**src/rtl/cache_opr_sequencer.sv**
```systemverilog
// Sequencer that enables NUM_OPR cache operations one after another, either on a
// fixed per-stage cycle budget or on a per-stage completion handshake.
module cache_opr_sequencer #(
  parameter  int NUM_OPR      = 8,
  parameter  int STAGE_CYCLES = 4,
  parameter  int HANDSHAKE    = 0,
  parameter  int VALID_DLY    = 2,
  localparam int CNT_W        = $clog2(STAGE_CYCLES + 1),
  localparam int STG_W        = $clog2(NUM_OPR)
) (
  input  logic               clk,
  input  logic               rstb,
  input  logic               valid,
  input  logic               stage_done,
  input  logic               abort,
  output logic               valid_dly,
  output logic               busy,
  output logic [NUM_OPR-1:0] opr_level,
  output logic [NUM_OPR-1:0] opr_pulse,
  output logic [STG_W-1:0]   cur_stage,
  output logic               seq_done,
  output logic               start_err
);

  typedef enum logic [1:0] {
    ST_IDLE = 2'd0,
    ST_RUN  = 2'd1,
    ST_DONE = 2'd2
  } state_t;

  localparam logic [STG_W-1:0] LAST_STAGE = STG_W'(NUM_OPR - 1);
  localparam logic [CNT_W-1:0] CNT_LAST   = CNT_W'(STAGE_CYCLES - 1);

  state_t               state_q, state_d;
  logic [CNT_W-1:0]     cnt_q, cnt_d;
  logic [STG_W-1:0]     stage_q, stage_d;
  logic [NUM_OPR-1:0]   level_q, level_d;
  logic [NUM_OPR-1:0]   level_prev_q;
  logic                 seq_done_q, seq_done_d;
  logic                 start_err_q, start_err_d;
  logic [VALID_DLY-1:0] vpipe_q, vpipe_d;
  logic                 advance;

  // Stage-advance condition: external completion or the end of the fixed budget.
  assign advance = (HANDSHAKE != 0) ? stage_done : (cnt_q == CNT_LAST);

  always_comb begin
    state_d     = state_q;
    cnt_d       = cnt_q;
    stage_d     = stage_q;
    level_d     = level_q;
    seq_done_d  = 1'b0;
    start_err_d = valid & (state_q != ST_IDLE);
    case (state_q)
      ST_IDLE: begin
        if (valid && !abort) begin
          state_d = ST_RUN;
          cnt_d   = '0;
          stage_d = '0;
          level_d = NUM_OPR'(1);
        end
      end
      ST_RUN: begin
        if (abort) begin
          state_d = ST_IDLE;
          cnt_d   = '0;
          stage_d = '0;
          level_d = '0;
        end else begin
          if (HANDSHAKE == 0) begin
            cnt_d = cnt_q + CNT_W'(1);
          end
          if (advance) begin
            cnt_d = '0;
            if (stage_q == LAST_STAGE) begin
              state_d    = ST_DONE;
              seq_done_d = 1'b1;
            end else begin
              stage_d = stage_q + STG_W'(1);
              // Levels are thermometer-coded, so a shift-in of one adds the next stage bit.
              level_d = {level_q[NUM_OPR-2:0], 1'b1};
            end
          end
        end
      end
      ST_DONE: begin
        state_d = ST_IDLE;
        cnt_d   = '0;
        stage_d = '0;
        level_d = '0;
      end
      default: begin
        state_d = ST_IDLE;
        cnt_d   = '0;
        stage_d = '0;
        level_d = '0;
      end
    endcase
  end

  generate
    if (VALID_DLY == 1) begin : g_vpipe_one
      assign vpipe_d = valid;
    end else begin : g_vpipe_multi
      assign vpipe_d = {vpipe_q[VALID_DLY-2:0], valid};
    end
  endgenerate

  always_ff @(posedge clk or negedge rstb) begin
    if (!rstb) begin
      state_q      <= ST_IDLE;
      cnt_q        <= '0;
      stage_q      <= '0;
      level_q      <= '0;
      level_prev_q <= '0;
      seq_done_q   <= 1'b0;
      start_err_q  <= 1'b0;
      vpipe_q      <= '0;
    end else begin
      state_q      <= state_d;
      cnt_q        <= cnt_d;
      stage_q      <= stage_d;
      level_q      <= level_d;
      level_prev_q <= level_q;
      seq_done_q   <= seq_done_d;
      start_err_q  <= start_err_d;
      vpipe_q      <= vpipe_d;
    end
  end

  assign valid_dly = vpipe_q[VALID_DLY-1];
  assign busy      = (state_q != ST_IDLE);
  assign opr_level = level_q;
  assign opr_pulse = level_q & ~level_prev_q;
  assign cur_stage = stage_q;
  assign seq_done  = seq_done_q;
  assign start_err = start_err_q;

endmodule
```
**config.mk**
```make
export PLATFORM = sky130hd
export DESIGN_NAME = cache_opr_sequencer
export DESIGN_NICKNAME = d
export VERILOG_FILES = /design/src/rtl/cache_opr_sequencer.sv
export SDC_FILE = /design/constraint.sdc
export NUM_CORES = 1
export LEC_CHECK = 0
export CAP_MARGIN = 25
export CORE_MARGIN = 2
export CORE_UTILIZATION = 55
export CTS_BUF_LIST = sky130_fd_sc_hd__clkbuf_4 sky130_fd_sc_hd__clkbuf_8
export DETAILED_ROUTE_END_ITERATION = 7
export PLACE_DENSITY = 0.86
export SYNTH_ARGS = -nofsm -noshare
export SYNTH_HDL_FRONTEND = slang
export SYNTH_SLANG_ARGS = --single-unit
export TNS_END_PERCENT = 20
```
**constraint.sdc**
```tcl
create_clock -name clk -period 3.7 [get_ports clk]
set_input_delay 0.74 -clock clk [delete_from_list [all_inputs] [get_ports clk]]
set_output_delay 0.74 -clock clk [all_outputs]
set_load 0.01 [all_outputs]
```
* After elaboration in Yosys (flattened, before gate mapping)
Index checks and enable logic that the tools add are counted.
** Operators by class
- Add/subtract/negate cells :: 2
- Eq/ne operators :: 7
- Muxes and demuxes :: 22
- Bitwise logic cells :: 3
- Reductions and logical operators :: 6
** Operators with widths (count)
- 8-bit two-way mux :: 4
- 3-bit two-way mux :: 6
- 8-bit one-hot mux with 2 select lines :: 1
- 3-bit one-hot mux with 2 select lines :: 2
- 3-bit != test, second input constant :: 3
- 8-bit AND :: 1
- 2-bit two-way mux :: 4
- 8-bit inverter :: 1
- 3-bit by 1-bit adder with 3-bit output, second input constant :: 2
- 3-bit AND reduction :: 2
- 1-bit two-way mux :: 4
- 2-bit one-hot mux with 2 select lines :: 1
- 3-bit by 2-bit == test with 1-bit output, second input constant :: 1
- 3-bit == test, second input constant :: 1
- 2-bit by 1-bit == test with 1-bit output, second input constant :: 1
- 2-bit zero test :: 1
- 2-bit != test, second input constant :: 1
- 2-bit nonzero test :: 1
- 1-bit AND :: 1
- 1-bit logical AND :: 1
- 1-bit zero test :: 1
** Storage, ports and cells
- Register bits :: 28
- Bits of input ports :: 5
- Output and inout port bits :: 23
- Word-level logic and storage cells :: 48

* Logic depth before layout (Yosys ltp)
Gate-level depths: netlist of the first run.
- Depth in word-level cells :: 5
- Gate-level depth with buffers :: 6

* Worst setup path before layout of the first run
Ideal clock, no wire load.
- Kind :: reg-to-output
- From :: register state_q[0]
- To :: output busy
- Arrival :: 884 ps
- Required time :: 2960 ps
- Setup slack :: 2076 ps
- Cell stages (with the launch flop) :: 4
- Cell sequence :: dfrtp_1 > buf_6 > nor2_1 > inv_1
** Between the ends
- Cells in the longest elaborated chain, start to end :: 1
** RTL lines
- from (decl) :: RTL line 34 : state_t state_q, state_d;
- from (signal assigned) :: RTL line 120 : state_q <= state_d;
- 2-bit nonzero test :: RTL line 132 : assign busy = (state_q != ST_IDLE);
- to (decl) :: RTL line 17 : output logic busy,
No other way between the ends.

* Worst setup path in the final report of the first run
Same ends and word-level chain as after synthesis.

==> summary.md, run 1 <==
| Metric | Value |
|---|---|
| Status | finished, final reports clean |
| RSZ-0062 raised after global routing | no |
| Pins Over Slew Limit | 0 |
| Max Fclk | 402.5 MHz |
| Starting Density | about 57% |
| CP arrival | 1740 ps |
| Vias in the first global route | 909 |
| First-pass GRT wire length | 4.043 mm |
| Yosys reg bits | 28 |
| Power per Cell Area | 341.1 mW/mm^2 |
| Peak VDD IR | 0.2381 mV |
| Initial drt markers | 20 |
| First-pass DRT Iterations | 4 |
| Remaining antenna violation count | 0 |
| Boundary Pins | 28 |
| Post-DR wirelength/cell | approximately 14 microns |
| Post-synthesis sequential area ratio | a little under three fifths |
| Setup TNS | 0 ps |
| Total of max-cap violations | 0 |
| Worst-path maximum fanout | 9 |
| Layout area overhead | 22.63% |
| Count of different cell masters after synthesis | 25 |
| Slew HR | 46.51% |
| CTS tree | done |
| Via count | about 920 |
| Num Clock Sinks | 28 |
| Hold WC Path Type | reg -> reg |
| Mapped cell area | roughly 0.0012 sq mm |
| Post-synthesis cell count | 112 |
| Post-synth top area share | 57.08% |
| Register area | 700.7 sq um |
| Post-DP HPWL | 1.596 mm |
| Static leakage | between 0.0006 and 0.0007 uW |
| Final global-route overflow total | 0 |
| Synth area leaders | dfrtp_1, o211ai_1, nand3_1 |
| Worst Tran Pin Value | 801.5 ps |
| Drt drc | 0 |
| Overall Power | a little over 500 uW |
| Final Setup Violations | 0 |
| Largest area contributor in the netlist | dfrtp_1 |
| Dpl cells | 161 |
| Die height | 51.24 microns |
| Startpoint types | flop |
| Final critical-path share of the clock period | about two thirds |
| Routability congestion estimate | 0.7419 |
| Crit. End Element | primary output |
| Hold buffers post-CTS | 0 |
| Total GRT Usage | around a fifth |
| Max Clock Skew | 2.175 ps |
| Via density | 5.616 |
| Clk root buf | clkbuf_4 |
| Synth warnings | 0 |
| Number of gates resized after CTS | 0 |
| Die area | 0.002626 sq mm |
| CTS Buffer Depth | 2 |
| Inserted Clock Buffers | 3 |
| Fin cells | 164 |
| Num rows | 17 |
| Setup CP Type | reg -> out |
| Clk slew on worst S/H paths | ~130 ps |
| Fin nets | 146 |
| Worst skew pair latency | roughly 330 ps |
| FILL cells | between 150 and 200 |
| Core Region | 0.002170 sq mm |
| Largest net degree at the start of global routing | 29 |
| Htree depth | 1 |
| Die width | 51.24 microns |
| Initial antenna violation count | 0 |
| Layout cells sized above 1 | 5.147% |
| Synth Net Count | between 100 and 150 |
| Port-buffer cells | 26 |
| Min Tclk post-route | 2484 ps |
| N_diodes | 0 |
| Post-layout utilization of the core | 69.38% |
| Routed WL | 2.377 mm |
| Average size of a mapped cell | 10.96 sq um |
| Setup Buffers After CTS | 0 |
| WP data required | 2960 ps |
| Fin. Hold Viols | 0 |
| Multi-input gate area | 434.2 sq um |
## routing by layer
layer | global-route usage, % | up-vias | routed length, microns
met5 | 0 | - | 0
met2 | 34.63 | 30 | 1245
li1 | - | 447 | -
met4 | 8.333 | 0 | 40
met1 | 28.15 | 439 | 983
met3 | 2.632 | 5 | 107
## placed cells by master (no fill, tap or decap)
master	n
dfrtp_1	28
clkdlybuf4s50_1	26
inv_1	12
nand3_1	12
nor2_1	11
nand4_1	9
o211ai_1	9
nand2b_1	3
ha_1	3
clkbuf_4	3
and2b_1	2
and3_1	2
nand2_1	2
a31oi_1	2
o22ai_1	2
nor3b_4	1
nor2b_1	1
o21ai_0	1
and4bb_2	1
a21oi_4	1
a21o_1	1
a221oi_1	1
and3b_1	1
a2111oi_0	1
buf_4	1
## kinds of logic (layout without fill, tap and decap cells)
| family | after synthesis | in the layout | share of synthesized area [%] |
|---|---|---|---|
| compound gates | 18 | 18 | 11.31 |
| simple gates | 45 | 45 | 21.00 |
| buf+inv | 18 | 42 | 7.543 |
| fa+ha+maj | 3 | 3 | 3.058 |
| flops | 28 | 28 | 57.08 |
## sequential cells by signal (all words and copies together), names as in the netlist
| name | count |
|---|---|
| level_prev_q | 8 |
| cur_stage | 3 |
| state_q | 2 |
| seq_done | 1 |
| vpipe_q | 2 |
| start_err | 1 |
| opr_level | 8 |
| cnt_q | 3 |
## worst paths after layout
kind	from	end	slack [ps]	cells past startpoint
min in group asynchronous	rstb	state_q[0]	770	2
setup / recovery	state_q[0]	busy	1220	3
setup reg to reg	cnt_q[0]	opr_level[0]	1940	4
hold reg to reg	vpipe_q[0]	vpipe_q[1]	370	0
max in group asynchronous	rstb	cnt_q[1]	2680	2
hold / removal	vpipe_q[0]	vpipe_q[1]	370	0
## power breakdown
group | switching, uW | leakage, uW | total [uW] | internal (uW)
clock network | 85.0 | 0.0000138 | 123 | 38.3
registers | 9.34 | 0.000376 | 327 | 317
logic | 34.3 | 0.000273 | 63.6 | 29.3
## metrics by stage
stage	hold slack [ps]	cell area, sq um	worst slack (ps)
4_1_cts	368.3	1505	1221
2_1_floorplan	331.2	1227	2076
6_report	367.1	1505	1216
3_3_place_gp	331.6	1483	1317
5_1_grt	384.6	1505	1100
3_5_place_dp	337.3	1483	1276
## Yosys cell counts
| cell | n |
|---|---|
| nand4_1 | 9 |
| buf_6 | 3 |
| nor2_1 | 11 |
| buf_2 | 2 |
| clkbuf_1 | 1 |
| a21o_1 | 1 |
| o211ai_1 | 9 |
| a221oi_1 | 1 |
| and3b_1 | 1 |
| and3_1 | 2 |
| a21oi_4 | 1 |
| o21ai_0 | 1 |
| a2111oi_0 | 1 |
| ha_1 | 3 |
| a31oi_1 | 2 |
| nor2b_1 | 1 |
| nand2b_1 | 3 |
| and2b_1 | 2 |
| inv_1 | 12 |
| o22ai_1 | 2 |
| dfrtp_1 | 28 |
| nand3_1 | 12 |
| and4bb_2 | 1 |
| nor3b_4 | 1 |
| nand2_1 | 2 |
## critical path, stage by stage, from the launching register on
cell and delay [ps]:
dfrtp_1 490, nor2_1 360, inv_1 80, clkdlybuf4s50_1 480
## cell type report
class                      count  area share (%)
clock buffer                   3           1.496
sequential                    28           46.55
inverter                      12           2.993
timing repair buffer          27           17.79
multi-input combinational     66           28.84
tap                           28           2.328
Power figures use the tool's default switching activity.
==> inputs of run 2 (changes only) <==
- CORE_UTILIZATION: 55 -> 51
- PLACE_DENSITY: 0.86 -> 0.81
- clock period: 3.7 -> 2.3 ns (I/O delays scaled with it)
==> summary.md, run 2 (same netlist as run 1, synthesis figures left out) <==
| Metric | Value |
|---|---|
| Status | finished, final reports clean |
| Via density | between 5 and 6 |
| Multi-input gate area | 434.2 sq um |
| Final Setup Violations | 0 |
| Vias in the first global route | 901 |
| Setup Buffers After CTS | 0 |
| Post-DP HPWL | 1.664 mm |
| Routed WL | between 2 and 2.5 mm |
| Die height | 53.06 microns |
| Port-buffer cells | 26 |
| Total of max-cap violations | 0 |
| Worst Tran Pin Value | around 460 ps |
| Layout area overhead | 26.20% |
| Fin. Hold Viols | 0 |
| Slew HR | 69.36% |
| Worst R2R Setup Slack | 530 ps |
| Most frequent cells in the layout | dfrtp_1, clkdlybuf4s50_1, inv_1, nand3_1, nor2_1 |
| Reg2reg end | state_q[0] |
| Largest net degree at the start of global routing | 29 |
| Worst Hold End | vpipe_q[1] |
| Post-DR wirelength/cell | 14.40 microns |
| Hold Path Depth | 0 |
| Total GRT Usage | 20.76% |
| Crit. End Element | primary output |
| CTS tree | done |
| Boundary Pins | 28 |
| Initial antenna violation count | 0 |
| Max Clock Skew | 11.99 ps |
| FILL cells | slightly below 200 |
| N_diodes | 0 |
| Number of gates resized after CTS | 0 |
| Final global-route overflow total | 0 |
| Starting Density | 54.44% |
| CP arrival | 1520 ps |
| Reg2Reg Depth | 5 |
| Hold Slack | 373.0 ps |
| Die area | 0.002815 sq mm |
| Routability congestion estimate | between 0.7 and 0.8 |
| RSZ-0062 raised after global routing | no |
| Worst skew pair latency | 320 ps |
| Hold_sp | vpipe_q[0] |
| Overall Power | just under 900 uW |
| R2R Path Start | cur_stage[0] |
| Setup CP Type | reg -> out |
| Core Region | 0.002255 sq mm |
| Worst-path maximum fanout | 9 |
| Min Tclk post-route | around 2000 ps |
| Peak VDD IR | approximately 0.42 mV |
| Pins Over Slew Limit | 0 |
| CTS Buffer Depth | 2 |
| Drt drc | 0 |
| Most common cell after layout, fill and taps aside | dfrtp_1 |
| Num Clock Sinks | 28 |
| Clk slew on worst S/H paths | ~130 ps |
| Hold WC Path Type | reg -> reg |
| Static leakage | 0.0006903 uW |
| WP data required | 1840 ps |
| Power per Cell Area | 561.8 mW/mm^2 |
| Inserted Clock Buffers | 3 |
| Initial drt markers | 12 |
| Remaining antenna violation count | 0 |
| Fin nets | 150 |
| Startpoint types | flop |
| Via count | about 970 |
| Max Fclk | 504.8 MHz |
| First-pass GRT wire length | 4.209 mm |
| First-pass DRT Iterations | 4 |
| Register area | 700.7 sq um |
| Setup TNS | 0 ps |
| Layout cells sized above 1 | 8.511% |
| Clk root buf | clkbuf_4 |
| Die width | 53.06 microns |
| Num rows | 17 |
| Htree depth | 1 |
| Hold buffers post-CTS | 0 |
| Final critical-path share of the clock period | 86.14% |
run 2: cell count changes in the layout (fill, tap and decap cells not counted):
cell | before | now
clkbuf_8 | 0 | 1
buf_4 | 1 | 5
run 2: power by group:
group          leakage [uW]  internal (uW)  switching, uW
registers          0.000376            510           15.7
clock network     0.0000210           96.8            138
logic              0.000293           51.5           57.6
run 2: layout make-up:
| cell class | count | share of cell area, % |
|---|---|---|
| Clock buffer | 4 | 2.342 |
| Inverter | 12 | 2.908 |
| Multi-Input combinational cell | 66 | 28.03 |
| Sequential cell | 28 | 45.23 |
| Tap cell | 28 | 2.262 |
| Timing Repair Buffer | 31 | 19.22 |
run 2: metrics by stage:
step	utilization [%]	instances	setup slack, ps	area [sq um]
final	68.70	169	318.9	1549
after global routing	68.70	169	224.6	1549
after CTS	68.70	169	309.7	1549
after detailed placement	67.09	165	394.9	1513
after global placement	67.09	165	408.7	1513
after floorplan	-	112	789.7	1227
run 2: worst max path at each step:
stage / to / startpoint / slack, ps
after floorplan: cur_stage[0] / cur_stage[0] / 790
after global placement: cur_stage[0] / abort / 410
after detailed placement: cur_stage[0] / abort / 390
after CTS: busy / state_q[0] / 310
after global routing: busy / state_q[0] / 220
final: busy / state_q[0] / 320
run 2: critical path: stages, from the launching register on:
cell and delay, ps:
dfrtp_1 520, nor2_1 100, inv_1 60, clkdlybuf4s50_1 520
run 2: per-layer routing:
layer	GRT usage [%]	part of all wire, %	wire length (microns)	vias up
met5	0	0	0	-
met4	10.68	2.1	51	0
met3	2.542	3.6	87	6
met2	33.33	50	1227	19
met1	27.49	44	1067	492
li1	-	-	-	457
